<file path="src/rtl/bgr_startup_ctrl_if.sv">
// Signal bundle between the bandgap startup controller (slave) and the chip-level
// supervisor that requests startup and consumes the ready/fault status (master).
interface bgr_startup_ctrl_if;
  logic       en;
  logic       vbg_ok;
  logic       porst;
  logic       bgr_ready;
  logic       bgr_fault;
  logic [1:0] retry_cnt;

  modport master (
    output en, vbg_ok,
    input  porst, bgr_ready, bgr_fault, retry_cnt
  );

  modport slave (
    input  en, vbg_ok,
    output porst, bgr_ready, bgr_fault, retry_cnt
  );
endinterface

</file>
<file path="src/rtl/bgr_startup_ctrl.sv">
// Bandgap startup/supervision controller: kicks porst, settles, qualifies vbg_ok, reports ready/fault.
// Define BGR_STARTUP_WATCHDOG_EN to re-kick the bandgap on a sustained vbg_ok dropout in READY.
module bgr_startup_ctrl #(
  parameter int KICK_CYCLES   = 16,
  parameter int SETTLE_CYCLES = 256,
  parameter int FILT_CYCLES   = 8,
  parameter int CHECK_CYCLES  = 64,
  parameter int MAX_RETRIES   = 3,
  parameter int CNT_W         = 12
) (
  input  logic              clk,
  input  logic              rst_n,
  bgr_startup_ctrl_if.slave bus
);

  typedef enum logic [2:0] {
    IDLE   = 3'd0,
    KICK   = 3'd1,
    SETTLE = 3'd2,
    CHECK  = 3'd3,
    READY  = 3'd4,
    FAULT  = 3'd5
  } state_t;

  localparam logic [CNT_W-1:0] CNT_ZERO    = {CNT_W{1'b0}};
  localparam logic [CNT_W-1:0] CNT_ONE     = {{(CNT_W-1){1'b0}}, 1'b1};
  localparam logic [CNT_W-1:0] KICK_LAST   = CNT_W'(KICK_CYCLES - 1);
  localparam logic [CNT_W-1:0] SETTLE_LAST = CNT_W'(SETTLE_CYCLES - 1);
  localparam logic [CNT_W-1:0] CHECK_LAST  = CNT_W'(CHECK_CYCLES - 1);
  localparam logic [CNT_W-1:0] FILT_LAST   = CNT_W'(FILT_CYCLES - 1);
  localparam logic [1:0]       RETRY_MAX   = 2'(MAX_RETRIES);

  state_t           state_r, state_nxt_s;
  logic [CNT_W-1:0] cnt_r, cnt_run_s;
  logic [CNT_W-1:0] filt_r, filt_run_s;
  logic [1:0]       retry_r, retry_nxt_s;
  logic             sync1_r, sync2_r, ok_s;
  logic             porst_r, ready_r, fault_r;
  logic             stay_s;

  assign ok_s = sync2_r;

  // vbg_ok comes straight from an analog comparator: two-flop synchronizer before any use
  always_ff @(posedge clk or negedge rst_n) begin
    if (!rst_n) begin
      sync1_r <= 1'b0;
      sync2_r <= 1'b0;
    end else begin
      sync1_r <= bus.vbg_ok;
      sync2_r <= sync1_r;
    end
  end

  // Next-state logic; cycle and filter counters restart from zero on every state entry
  always_comb begin
    state_nxt_s = state_r;
    retry_nxt_s = retry_r;
    cnt_run_s   = CNT_ZERO;
    filt_run_s  = CNT_ZERO;
    if (!bus.en) begin
      state_nxt_s = IDLE;
    end else begin
      case (state_r)
        IDLE: begin
          state_nxt_s = KICK;
          retry_nxt_s = 2'd0;
        end
        KICK: begin
          cnt_run_s = cnt_r + CNT_ONE;
          if (cnt_r == KICK_LAST) state_nxt_s = SETTLE;
          else                    state_nxt_s = KICK;
        end
        SETTLE: begin
          cnt_run_s = cnt_r + CNT_ONE;
          if (cnt_r == SETTLE_LAST) state_nxt_s = CHECK;
          else                      state_nxt_s = SETTLE;
        end
        CHECK: begin
          cnt_run_s  = cnt_r + CNT_ONE;
          filt_run_s = ok_s ? (filt_r + CNT_ONE) : CNT_ZERO;
          // qualification wins over a timeout landing on the same cycle
          if (ok_s && (filt_r == FILT_LAST)) begin
            state_nxt_s = READY;
          end else if (cnt_r == CHECK_LAST) begin
            if (retry_r < RETRY_MAX) begin
              retry_nxt_s = retry_r + 2'd1;
              state_nxt_s = KICK;
            end else begin
              state_nxt_s = FAULT;
            end
          end else begin
            state_nxt_s = CHECK;
          end
        end
        READY: begin
`ifdef BGR_STARTUP_WATCHDOG_EN
          filt_run_s = ok_s ? CNT_ZERO : (filt_r + CNT_ONE);
          if (!ok_s && (filt_r == FILT_LAST)) begin
            state_nxt_s = KICK;
            retry_nxt_s = 2'd0;
          end else begin
            state_nxt_s = READY;
          end
`else
          state_nxt_s = READY;
`endif
        end
        FAULT:   state_nxt_s = FAULT;
        default: state_nxt_s = IDLE;
      endcase
    end
  end

  assign stay_s = (state_nxt_s == state_r);

  // State, counters and state-decoded outputs; porst/ready/fault track the state being entered
  always_ff @(posedge clk or negedge rst_n) begin
    if (!rst_n) begin
      state_r <= IDLE;
      cnt_r   <= CNT_ZERO;
      filt_r  <= CNT_ZERO;
      retry_r <= 2'd0;
      porst_r <= 1'b0;
      ready_r <= 1'b0;
      fault_r <= 1'b0;
    end else begin
      state_r <= state_nxt_s;
      cnt_r   <= stay_s ? cnt_run_s : CNT_ZERO;
      filt_r  <= stay_s ? filt_run_s : CNT_ZERO;
      retry_r <= retry_nxt_s;
      porst_r <= (state_nxt_s == KICK);
      ready_r <= (state_nxt_s == READY);
      fault_r <= (state_nxt_s == FAULT);
    end
  end

  assign bus.porst     = porst_r;
  assign bus.bgr_ready = ready_r;
  assign bus.bgr_fault = fault_r;
  assign bus.retry_cnt = retry_r;

endmodule

</file>
<file path="src/flat_wrapper.sv">
// flat-port wrapper written by rule: the top's interface ports become plain ports
module bgr_startup_ctrl_flat 
#(
  parameter int KICK_CYCLES   = 16,
  parameter int SETTLE_CYCLES = 256,
  parameter int FILT_CYCLES   = 8,
  parameter int CHECK_CYCLES  = 64,
  parameter int MAX_RETRIES   = 3,
  parameter int CNT_W         = 12
)
  (clk, rst_n, bus_en, bus_vbg_ok, bus_porst, bus_bgr_ready, bus_bgr_fault, bus_retry_cnt);
  bgr_startup_ctrl_if bus_i ();
  input  logic clk;
  input  logic rst_n;
  input wire logic [$bits(bus_i.en)-1:0] bus_en;
  input wire logic [$bits(bus_i.vbg_ok)-1:0] bus_vbg_ok;
  output wire logic [$bits(bus_i.porst)-1:0] bus_porst;
  output wire logic [$bits(bus_i.bgr_ready)-1:0] bus_bgr_ready;
  output wire logic [$bits(bus_i.bgr_fault)-1:0] bus_bgr_fault;
  output wire logic [$bits(bus_i.retry_cnt)-1:0] bus_retry_cnt;
  assign bus_i.en = bus_en;
  assign bus_i.vbg_ok = bus_vbg_ok;
  assign bus_porst = bus_i.porst;
  assign bus_bgr_ready = bus_i.bgr_ready;
  assign bus_bgr_fault = bus_i.bgr_fault;
  assign bus_retry_cnt = bus_i.retry_cnt;
  bgr_startup_ctrl #(.KICK_CYCLES(KICK_CYCLES), .SETTLE_CYCLES(SETTLE_CYCLES), .FILT_CYCLES(FILT_CYCLES), .CHECK_CYCLES(CHECK_CYCLES), .MAX_RETRIES(MAX_RETRIES), .CNT_W(CNT_W)) u_core (.clk(clk), .rst_n(rst_n), .bus(bus_i));
endmodule
</file>
<file path="config.mk">
export PLATFORM = sky130hd
export DESIGN_NAME = bgr_startup_ctrl_flat
export DESIGN_NICKNAME = d
export VERILOG_FILES = /design/src/rtl/bgr_startup_ctrl_if.sv /design/src/rtl/bgr_startup_ctrl.sv /design/src/flat_wrapper.sv
export SDC_FILE = /design/constraint.sdc
export NUM_CORES = 1
export LEC_CHECK = 0
export BUFFER_PORTS_ARGS = -buffer_cell sky130_fd_sc_hd__buf_2
export CELL_PAD_IN_SITES_DETAIL_PLACEMENT = 1
export CELL_PAD_IN_SITES_GLOBAL_PLACEMENT = 2
export CORE_ASPECT_RATIO = 0.7
export CORE_MARGIN = 2
export CORE_UTILIZATION = 40
export CTS_CLUSTER_DIAMETER = 30
export DETAILED_ROUTE_END_ITERATION = 12
export HOLD_SLACK_MARGIN = 0.08
export PLACE_DENSITY = 0.79
export SKIP_CTS_REPAIR_TIMING = 1
export SLEW_MARGIN = 30
export SYNTH_ARGS = -nofsm -noshare
export SYNTH_HDL_FRONTEND = slang
export SYNTH_SLANG_ARGS = --single-unit
</file>
<file path="constraint.sdc">
create_clock -name clk -period 3.8 [get_ports clk]
set_input_delay 0.57 -clock clk [delete_from_list [all_inputs] [get_ports clk]]
set_output_delay 0.57 -clock clk [all_outputs]
set_load 0.02 [all_outputs]
</file>
==> impl_metrics.yaml <==
status:
  status: "completed"
clock_network:
  cts.sinks: 34
  worst_skew_pair.late_latency_ns: 0.29
  tritoncts.num_buffers: 5
  cts.root.buffer_cell: "clkbuf_8"
  clockBufferDepth: 2
  clk_pin_slew_ns: 0.07
  maximum_level_of_the_cts_h_tree: 2
  tritoncts: "yes"
finish:
  final_net_count: 194
  drive_above_1_share_pct: 12.8
  utilization_pct: 46.9
  syn_to_final_growth_pct: 10.3
  nFillCells: 477
  antenna_cells_inserted: 0
place:
  gp_congestion: 0.884
  place.detailed.hpwl_um: 2970
  number_of_input_and_output_port_buffers_inserted: 8
run:
  cap_violations: 0
sta:
  post-route-min-period_ns: 2.28
  finalCritPeriodShare_pct: 60.0
  maxSlewViolCount: 0
  rsz0062_at_grt: "no"
  fin_skew_ns: 0.00530
  max_freq_ghz: 0.439
  setup_total_negative_slack_ns: 0
  setup_violations: 0
  timing.max_slew.rel_slack_pct: 49.2
  tightest_slew_ns: 0.762
  fin_hold_ws_ns: 0.356
  timing_hold_violations_final: 0
detailed_routing:
  vias_per_cell: 5.37
  wire_per_inst_um: 16.6
  number_of_optimization_iterations_in_the_first_detailed_route_pass: 5
  drt_drc_violations_left: 0
  route.vias.total: 1288
  antenna_left: 0
  detail_route.wirelength_um: 3980
  initialDrtViolationCount: 109
worst_setup_path:
  critPathSlowestCell: "or4_4"
  setup.worst_path.class: "flip-flop to flip-flop"
  crit_path_frequent_cell: "or4_4"
  cpPeakStageDelay_ns: 0.58
  timing.critical_path.from_type: "flip-flop"
  critPathArrivalTime_ns: 2.44
  worstPathCellList: "or4_4 > or4_4 > o221a_2 > o21ai_0 > nor2_1"
  crit_fanout: 4
  critPathCaptureType: "flip-flop"
  timing.critical_path.required_ns: 3.96
pwr:
  power_frac_seq_pct: 54.9
  cellInternalPower_uw: 519
  combPwrFrac_pct: 4.0
  vdd.ir_drop.worst_uv: 183
  power.net_switching_uw: 153
  power.static_leakage_nw: 0.797
  power_density_mw_per_mm2: 356
  power.clock.fraction_pct: 41.1
  finalPower_uw: 672
  power.switching_fraction_pct: 22.8
global_routing:
  grt_start_max_net_pins: 35
  grt_first_pass_wirelength_um: 6720
  grt-ovfl-total: 0
  grt_antenna_before_repair: 0
  number_of_global_route_vias_before_repair: 1315
  track_usage_pct: 19.3
floorplan:
  std_cell_rows: 19
  placeableCoreArea_sq_mm: 0.00402
  start_util_pct: 42.5
  die_h_um: 58.7
  design.die.area_sq_mm: 0.00482
  num_io_pins: 9
  die_wd_um: 82.1
logic_synthesis:
  synth_edf_count: 0
  synth_top_cell_area_share_pct: 49.8
  synth_area_sq_mm: 0.00171
  post-synth-top-area-cell: "dfrtp_1"
  synth_nets: 184
  synthesis.area_per_instance_sq_um: 9.66
  synth_flop_cell: "dfrtp_1"
  ys.warnings.count: 0
  async_reset_ff_share_pct: 100
  synth_cell_types: 39
  ys_seq_elements: 34
  yosysSeqAreaShare_pct: 49.8
  postSynthCellCount: 177
  cells_taking_the_most_area_after_synthesis: "dfrtp_1 50%, nor2_1 7.0%, xnor2_1 5.6%"
min_path:
  hp-class: "input pin to asynchronous set/reset pin"
[kinds of logic after synthesis]
| kind of cell | synth area share, % |
|---|---|
| mux | 0.586 |
| fa+ha+maj | 2.20 |
| buf+inv | 2.93 |
| compound gates | 6.96 |
| flops | 49.8 |
| simple gates | 27.3 |
| xor+xnor | 10.2 |
[cells in the final DEF (no fill, tap or decap), types with 2 or more instances in the layout]
cell type	netlist	routed
or4_4	2	2
nand2b_1	3	3
and3_1	3	3
xor2_1	9	9
clkbuf_8	0	6
o21ai_0	6	6
buf_2	1	8
dfrtp_1	34	34
nor2b_1	3	3
a21oi_1	2	2
nor3_1	9	9
inv_1	8	8
nor2_1	32	32
xnor2_1	11	11
nand3_1	6	6
or4_1	2	2
nand2_1	12	12
ha_1	3	3
nand4_1	6	6
or2_2	2	2
[path summary, 6_finish.rpt]
check,from,depth (start not counted),endpoint,slack [ns]
hold reg to reg,u_core.sync1_r,0,u_core.ok_s,0.36
hold / removal,rst_n,1,u_core.filt_r[11],0.36
setup reg to reg,u_core.cnt_r[9],5,u_core.cnt_r[3],1.52
min in group clk,u_core.sync1_r,0,u_core.ok_s,0.36
setup / recovery,u_core.cnt_r[9],5,u_core.cnt_r[3],1.52
max in group asynchronous,rst_n,1,u_core.bus.porst,2.96
[state kept, by name, indices dropped and copies added, names as in the netlist]
name / cells
u_core.cnt_r: 12
u_core.filt_r: 12
u_core.state_r: 3
u_core.bus.retry_cnt: 2
u_core.bus.bgr_fault: 1
u_core.bus.bgr_ready: 1
u_core.bus.porst: 1
u_core.ok_s: 1
u_core.sync1_r: 1
[routing by layer]
metal	global-route usage, %	wire length, um	vias up
met5	0	0	-
met4	5.71	35	0
met3	5.06	151	3
met2	26.7	1680	24
met1	29.4	2120	638
li1	-	-	623
[area by class of cell]
| cell class | instances | area (sq um) | share of cell area [%] |
|---|---|---|---|
| flip-flops and latches | 34 | 851 | 45.1 |
| multi-input cells | 130 | 808 | 42.9 |
| clock buffers | 7 | 86.3 | 4.58 |
| well taps | 52 | 65.1 | 3.45 |
| repair buffers | 8 | 40.0 | 2.12 |
| inverters | 8 | 30.0 | 1.59 |
| clock inverters | 1 | 5.00 | 0.265 |
[worst max-delay path, delay by kind of cell, from the launching register on]
family	cells	cell delay, ns
flip-flops	1	0.41
AND/OR/NAND/NOR	3	1.24
AO/OA/AOI/OAI	2	0.50
[through the flow]
| stage | cells | area, sq um | setup WS [ns] |
|---|---|---|---|
| finish | 240 | 1890 | 1.52 |
| global route | 240 | 1890 | 1.33 |
| CTS | 240 | 1890 | 1.51 |
| detailed placement | 232 | 1790 | 1.52 |
| global placement | 232 | 1790 | 1.52 |
| floorplan | 177 | 1710 | 1.71 |
[power by group through the flow]
stage | sequential, mW | combinational (mW) | clock [mW]
floorplan | 0.374 | 0.0140 | 0
global placement | 0.375 | 0.0273 | 0
detailed placement | 0.375 | 0.0279 | 0
CTS | 0.368 | 0.0279 | 0.289
global route | 0.369 | 0.0311 | 0.304
finish | 0.369 | 0.0272 | 0.276
[synth_stat cells, types with 2 or more instances]
cell	n
or4_4	2
xnor2_1	11
a21oi_1	2
nand2b_1	3
nand4_1	6
nand3_1	6
or4_1	2
o21ai_0	6
inv_1	8
ha_1	3
or2_2	2
and3_1	3
xor2_1	9
nor2_1	32
dfrtp_1	34
nand2_1	12
nor2b_1	3
clkbuf_1	4
nor3_1	9
Note: power is estimated with default switching activity, not from simulation.
